**src/rtl/fetch_queue.sv**
```systemverilog
// Fetch stage plus {pc, inst} queue feeding decode. One bus request in flight at a time;
// fetch parks after control/system instructions until execute redirects.
module fetch_queue #(
    parameter int          DEPTH    = 4,
    parameter logic [63:0] PC_RESET = 64'h8000_0000
) (
    input  logic        clk,
    input  logic        reset,
    output logic        ireq_valid,
    output logic [63:0] ireq_addr,
    input  logic        iresp_valid,
    input  logic [31:0] iresp_data,
    input  logic        redirect,
    input  logic [63:0] redirect_pc,
    output logic        out_valid,
    output logic [63:0] out_pc,
    output logic [31:0] out_inst,
    input  logic        out_ready,
    output logic [1:0]  dbg_state
);

    localparam int PTR_W = $clog2(DEPTH);
    localparam logic [PTR_W:0] DEPTH_CNT = (PTR_W + 1)'(DEPTH);

    typedef enum logic [1:0] {IDLE, REQ, HOLD, DRAIN} state_t;

    state_t            state;
    state_t            state_next;
    logic [63:0]       pc;
    logic [63:0]       drain_addr;
    logic [63:0]       redirect_aligned;
    logic [PTR_W-1:0]  head;
    logic [PTR_W-1:0]  tail;
    logic [PTR_W:0]    count;
    logic [63:0]       mem_pc   [DEPTH];
    logic [31:0]       mem_inst [DEPTH];
    logic              push;
    logic              pop;
    logic              flush;
    logic              is_ctrl;

    assign redirect_aligned = redirect_pc & ~64'd3;

    always_comb begin
        case (iresp_data[6:0])
            7'b1100011, 7'b1101111, 7'b1100111, 7'b1110011: is_ctrl = 1'b1;
            default:                                        is_ctrl = 1'b0;
        endcase
    end

    always_ff @(posedge clk or negedge reset) begin
        if (!reset) state <= IDLE;
        else        state <= state_next;
    end

    // Entering REQ requires a free slot, so the eventual push can never overflow.
    always_comb begin
        state_next = state;
        case (state)
            IDLE:  if (!redirect && count < DEPTH_CNT) state_next = REQ;
            REQ: begin
                if (redirect)         state_next = iresp_valid ? IDLE : DRAIN;
                else if (iresp_valid) state_next = is_ctrl ? HOLD : IDLE;
            end
            HOLD:  if (redirect)    state_next = IDLE;
            DRAIN: if (iresp_valid) state_next = IDLE;
            default: state_next = IDLE;
        endcase
    end

    always_comb begin
        ireq_valid = (state == REQ) || (state == DRAIN);
        ireq_addr  = (state == DRAIN) ? drain_addr : pc;
        dbg_state  = state;
    end

    // Decode handshake: an entry transfers on any cycle where out_valid && out_ready.
    assign push  = (state == REQ) && iresp_valid && !redirect;
    assign flush = redirect && (state != DRAIN);
    assign pop   = out_valid && out_ready;

    always_ff @(posedge clk or negedge reset) begin
        if (!reset) begin
            pc         <= PC_RESET;
            drain_addr <= PC_RESET;
        end else begin
            if (redirect)  pc <= redirect_aligned;
            else if (push) pc <= pc + 64'd4;
            // The abandoned request must stay on the bus until its response returns.
            if (state == REQ && redirect && !iresp_valid) drain_addr <= pc;
        end
    end

    always_ff @(posedge clk or negedge reset) begin
        if (!reset) begin
            head  <= '0;
            tail  <= '0;
            count <= '0;
        end else if (flush) begin
            head  <= '0;
            tail  <= '0;
            count <= '0;
        end else begin
            if (push) tail <= tail + 1'b1;
            if (pop)  head <= head + 1'b1;
            case ({push, pop})
                2'b10:   count <= count + 1'b1;
                2'b01:   count <= count - 1'b1;
                default: count <= count;
            endcase
        end
    end

    always_ff @(posedge clk) begin
        if (push) begin
            mem_pc[tail]   <= pc;
            mem_inst[tail] <= iresp_data;
        end
    end

    assign out_valid = (count != '0);
    assign out_pc    = out_valid ? mem_pc[head]   : 64'd0;
    assign out_inst  = out_valid ? mem_inst[head] : 32'd0;

endmodule

```
**config.mk**
```make
export PLATFORM = sky130hd
export DESIGN_NAME = fetch_queue
export DESIGN_NICKNAME = d
export VERILOG_FILES = /design/src/rtl/fetch_queue.sv
export SDC_FILE = /design/constraint.sdc
export NUM_CORES = 1
export LEC_CHECK = 0
export BUFFER_PORTS_ARGS = -buffer_cell sky130_fd_sc_hd__clkbuf_2
export CAP_MARGIN = 30
export CORE_UTILIZATION = 58
export DETAILED_ROUTE_END_ITERATION = 7
export PLACE_DENSITY = 0.83
export REMOVE_ABC_BUFFERS = 1
export SYNTH_ARGS = -nofsm -noshare
export SYNTH_HDL_FRONTEND = slang
export SYNTH_SLANG_ARGS = --single-unit
```
**constraint.sdc**
```tcl
create_clock -name clk -period 4.6 [get_ports clk]
set_input_delay 0.46 -clock clk [delete_from_list [all_inputs] [get_ports clk]]
set_output_delay 0.46 -clock clk [all_outputs]
set_load 0.1 [all_outputs]
```
==> flow_summary_export.csv, run 1 <==
group,metric,value,unit
status,status,"finished, final reports clean",
layout,fin_nets,1686,
global_routing,grt_antenna_before_repair,1,
layout,ff_latch_area,0.0146,mm2
clocking,cts_resized,0,
power_and_ir_drop,power,18.3,mW
power_and_ir_drop,vdd_drop_max,0.000651,V
critical_path,worstPathArrival,3120,ps
critical_path,path_buf_inv,2,
layout,post-route-util,0.686,
floorplan,die_x,195,um
floorplan,core_area,0.0367,mm2
logic_synthesis,yosys_register_bits,509,
placed_design,routabilityCongestion,0.822,
flow_run,max_cap_violations,0,
logic_synthesis,avgSynthCellArea,16.2,um2
sta,slew_viol_final,0,
critical_path,critPathRequiredTime,4140,ps
power_and_ir_drop,pwr_density_cell,725,mW/mm2
sta,grt_setup_unrepaired,"no",
floorplan,fp.dieH,195,um
power_and_ir_drop,p_leak,9.06,nW
sta,fmax,279,MHz
logic_synthesis,synth_area_leaders,"edfxtp_1 (52%), dfrtp_1 (15%), mux4_2 (9.8%)",
clocking,cts-htree-levels,2,
sta,min_period_over_period,0.779,
logic_synthesis,synth_common_cells,"edfxtp_1 (376), dfrtp_1 (131), mux2_2 (127)",
logic_synthesis,synth.most_common_cell,"edfxtp_1",
logic_synthesis,syn_inst,1334,
layout,layout-drive-gt1-share,0.363,
floorplan,ioPinCount,265,
logic_synthesis,synth.yosys.seq_area_share,0.675,
routing,vias,12900,
global_routing,grt_pass1_wl,76.8,mm
clocking,cts_made_buffers,50,
placed_design,post-place-ws,1570,ps
routing,postRouteAntennaNets,0,
logic_synthesis,postSynth.asyncResetShare,0.261,
placed_design,placed_cells,1993,
min_path,hold_depth,3,
critical_path,path_max_fanout,33,
logic_synthesis,synth_top_cell_by_area,"edfxtp_1",
logic_synthesis,synthFlopType,"edfxtp_1",
critical_path,crit_slowest_cell,"dfrtp_4",
critical_path,rr_worst_depth,5,
global_routing,grt_max_degree,108,
logic_synthesis,synth.top_cell.area_share,0.522,
clocking,cts.sinks,509,
routing,drcViolationCount,0,
sta,holdWs,73.6,ps
critical_path,critical_path_cell_count,4,
critical_path,cp_slowest_stage_delay,690,ps
clocking,clkTransAtPathRegs,60,ps
logic_synthesis,synth_edf_count,376,
clocking,cts-root-buf,"clkbuf_16",
sta,tightest_slew,933,ps
layout,fillers,2462,
global_routing,grt_usage,0.269,
min_path,hp-class,"in -> reg",
critical_path,cp-end-kind,"output pin",
routing,wl_per_cell,23.9,um
floorplan,start_util,0.590,
clocking,cts_buffer_depth,3,
sta,setup_viol,0,
logic_synthesis,synth.distinct_cells,46,
placed_design,place.detailed.hpwl,31.1,mm
clocking,tritoncts,"done",
layout,stdcell_count,2092,
layout,multiInputGateArea,0.00668,mm2
critical_path,critPathTopFamily,"buffers and inverters",
global_routing,grt_pass1_vias,13000,
sta,worst_slack,1020,ps
routing,wirelength,49.9,mm
logic_synthesis,synth_area,0.0216,mm2
sta,finalClockSkew,29.5,ps
floorplan,die_area,0.0381,mm2
critical_path,crit_path_start_kind,"register",
floorplan,num_rows,70,
placed_design,io_buffer_count,258,
routing,dr.pass1.iters,7,
clocking,clock_latency,600,ps
logic_synthesis,yosysWarnings,0,
sta,hold_viol,0,
sta,max_slew_margin,0.378,
sta,post-route-min-period,3580,ps
routing,viasPerCell,6.18,
critical_path,crit_type,"reg -> out",
critical_path,worstPathCellList,"buf_4, mux4_2, and2_1, clkbuf_2",
global_routing,grt-ovfl-total,0,
routing,drtIter0Drc,1050,
layout,area_growth,16.3,%
## path summary, 6_finish.rpt
check | start | endpoint | slack [ps]
worst min-delay path | redirect_pc[32] | pc[32] | 70
worst min register to register | drain_addr[23] | drain_addr[23] | 500
min in group asynchronous | reset | drain_addr[53] | 270
max in group asynchronous | reset | drain_addr[8] | 3580
worst max register to register | pc[18] | pc[44] | 1670
worst max-delay path | head[0] | out_inst[22] | 1020
## placed cells by master, fill, tap and decap left out, types with 24 or more instances in the layout
cell type	synthesis	final
dfrtp_1	131	129
edfxtp_1	376	376
nand2_1	75	74
o21ai_0	47	47
mux2_2	127	127
xnor2_1	24	24
nor2_1	24	24
clkbuf_16	0	50
nand3_1	35	35
and2_1	101	97
clkbuf_2	0	256
mux4_2	94	94
nand4_1	32	32
## worst reg2reg max path, cell delays in order (launching register included)
cell,delay (ps)
dfrtp_1,590
nand4_1,250
nor4_1,670
nand4_1,550
or4_1,620
a31oi_1,180
## routing by layer
layer,routed length (um),track usage,up-vias
li1,-,-,5678
met1,20700,0.384,6626
met2,24300,0.424,521
met3,3460,0.0456,95
met4,1410,0.0954,0
met5,0,0,-
## power by group
part	switching, mW	total, mW	internal [mW]	leakage, nW
Sequential	0.476	5.98	5.50	4.97
Combinational	6.33	8.19	1.85	3.28
Clock	1.72	4.10	2.38	0.810
## stage by stage
step	area, um2	TNS, ps
final	25200	0
after global routing	25200	0
after CTS	25100	0
after detailed placement	23500	0
after global placement	23400	0
after floorplan	21300	-680250
## state kept, by name (all words and copies together) (netlist names)
signal and cells:
pc 62, drain_addr 62, mem_pc 248, dbg_state 2
tail 2, count 3, head 2, mem_inst 128
## final cells by class
class                           count  share of cell area
Antenna cell                        3            0.000298
Clock buffer                       69              0.0561
Clock inverter                     25             0.00984
Inverter                            9             0.00134
Multi-Input combinational cell    731               0.265
Sequential cell                   509               0.581
Tap cell                          468              0.0233
Timing Repair Buffer              278              0.0630
## cells by family after synthesis
kind of cell | count (synthesis) | synth area share
AND/OR/NAND/NOR | 368 | 0.0966
multiplexers | 227 | 0.167
XOR/XNOR | 41 | 0.0166
adder cells (fa/ha/maj) | 6 | 0.00382
other | 1 | 0.000173
buffers and inverters | 97 | 0.0180
AO/OA/AOI/OAI | 85 | 0.0227
flip-flops | 509 | 0.675
## what timing repair did
item / in CTS / in global routing
hold buffers: 1 / 0
buffers inserted: 0 / 0
hold endpoints to repair: 15 / 0
No activity file was read; power rests on OpenSTA's default activity.
==> inputs of run 2 (changes only) <==
- clock period: 4.6 -> 3.3 ns (I/O delays scaled with it)
==> flow_summary_export.csv, run 2 (same netlist as run 1, synthesis figures left out) <==
group,metric,value,unit
layout,post-route-util,0.708,
critical_path,path_max_fanout,30,
clocking,tritoncts,"done",
layout,layout-drive-gt1-share,0.355,
floorplan,die_area,0.0381,mm2
min_path,hold_start,"redirect_pc[5]",
routing,route.met2.wl,25.4,mm
clocking,cts-root-buf,"clkbuf_16",
layout,largest_register,"mem_pc",
routing,wl_met3,3.37,mm
critical_path,critPathRequiredTime,2970,ps
power_and_ir_drop,p_leak,9.45,nW
power_and_ir_drop,vdd_drop_max,0.000843,V
critical_path,worstPathCellList,"buf_12, mux4_2, and2_1, clkbuf_2",
routing,wl_per_cell,23.8,um
power_and_ir_drop,pwr_density_cell,978,mW/mm2
placed_design,post-place-ws,588,ps
layout,fin_nets,1780,
routing,dr.pass1.iters,5,
global_routing,grt_pass1_wl,78.5,mm
critical_path,worstPathArrival,2760,ps
critical_path,crit_start,"head[0]",
floorplan,start_util,0.590,
routing,dr.max_layer_used,"met5",
sta,fmax,323,MHz
sta,slew_viol_final,0,
floorplan,ioPinCount,265,
power_and_ir_drop,power,25.4,mW
layout,largestRegisters,"mem_pc: 248 flops, mem_inst: 128 flops",
placed_design,io_buffer_count,258,
sta,worst_slack,207,ps
critical_path,cp-end-kind,"output pin",
global_routing,grt_pass1_vias,13200,
global_routing,grt_antenna_before_repair,4,
layout,final_common_cell,"edfxtp_1",
critical_path,reg2reg_slack,570,ps
sta,holdWs,20.6,ps
clocking,cts_buffer_depth,3,
clocking,cts-htree-levels,2,
routing,viasPerCell,6.05,
critical_path,r2r_end,"pc[56]",
routing,wirelength,51.9,mm
clocking,cts_made_buffers,50,
sta,hold_viol,0,
floorplan,core_area,0.0367,mm2
sta,grt_setup_unrepaired,"no",
clocking,clkTransAtPathRegs,60,ps
status,status,"finished, final reports clean",
critical_path,reg2reg_from,"pc[36]",
placed_design,placed_cells,2021,
layout,stdcell_count,2183,
critical_path,crit_path_start_kind,"register",
sta,setup_viol,0,
placed_design,routabilityCongestion,0.860,
sta,tns,0,ps
critical_path,crit_type,"reg -> out",
placed_design,place.detailed.hpwl,32.5,mm
global_routing,grt-ovfl-total,0,
global_routing,grt_usage,0.278,
routing,drcViolationCount,0,
min_path,hp-class,"in -> reg",
layout,largest_reg_flops,248,
layout,final_cell_mix,"edfxtp_1 (376), clkbuf_2 (256), dfrtp_1 (129)",
floorplan,die_x,195,um
global_routing,grt_max_degree,95,
critical_path,endpoint,"out_inst[29]",
floorplan,fp.dieH,195,um
clocking,cts_setup_buffers,0,
sta,finalClockSkew,14.5,ps
sta,max_slew_margin,0.497,
critical_path,crit_slowest_cell,"dfrtp_4",
routing,wl_met1,21.3,mm
clocking,postCtsHoldBufs,68,
layout,finalInstanceArea,0.0260,mm2
routing,postRouteAntennaNets,0,
routing,drtIter0Drc,937,
routing,vias,13200,
placed_design,place_area,0.0237,mm2
sta,post-route-min-period,3090,ps
sta,min_period_over_period,0.937,
flow_run,max_cap_violations,0,
sta,tightest_slew,733,ps
clocking,clock_latency,580,ps
layout,area_growth,20.1,%
critical_path,rr_worst_depth,5,
floorplan,num_rows,70,
clocking,cts_resized,0,
critical_path,cp_slowest_stage_delay,740,ps
clocking,cts.sinks,509,
==> run 2: changes by cell type in the layout (fill, tap and decap cells not counted), moves of 3 or more <==
cell,before,now
bufinv_16,4,1
buf_4,10,33
clkbuf_1,10,15
buf_12,6,13
dlygate4sd3_1,1,68
clkinvlp_4,3,0
buf_16,3,0
==> run 2: routing by layer <==
metal,track usage,vias up
li1,-,5850
met4,0.0992,6
met5,0,-
met2,0.453,524
met1,0.381,6719
met3,0.0513,112
==> run 2: critical path: cells and delay by family (launching register included) <==
family        cells  cell delay, ps
flops             1             740
simple gates      1             190
mux               1             540
buf+inv           2             690
==> run 2: how the worst min path moves through the flow <==
stage,to,slack [ps],cells past startpoint
floorplan,count[0],30,0
global placement,drain_addr[50],370,1
detailed placement,drain_addr[49],360,1
CTS,pc[39],0.7,2
global route,pc[9],10,3
finish,pc[5],20,3
==> run 2: area by class of cell <==
class / count / area [um2]
fill: 2312 / 10700
sequential: 509 / 14600
antenna: 1 / 2.50
timing repair buffer: 372 / 2490
inverter: 9 / 33.8
clock buffer: 76 / 1480
clock inverter: 17 / 105
multi-input combinational: 731 / 6680
tap: 468 / 586
==> run 2: report_power, final <==
group	switching, mW	leakage [nW]	internal (mW)
clock	2.33	0.784	3.17
combinational	8.94	3.69	2.72
sequential	0.617	4.97	7.67
total	11.9	9.45	13.5
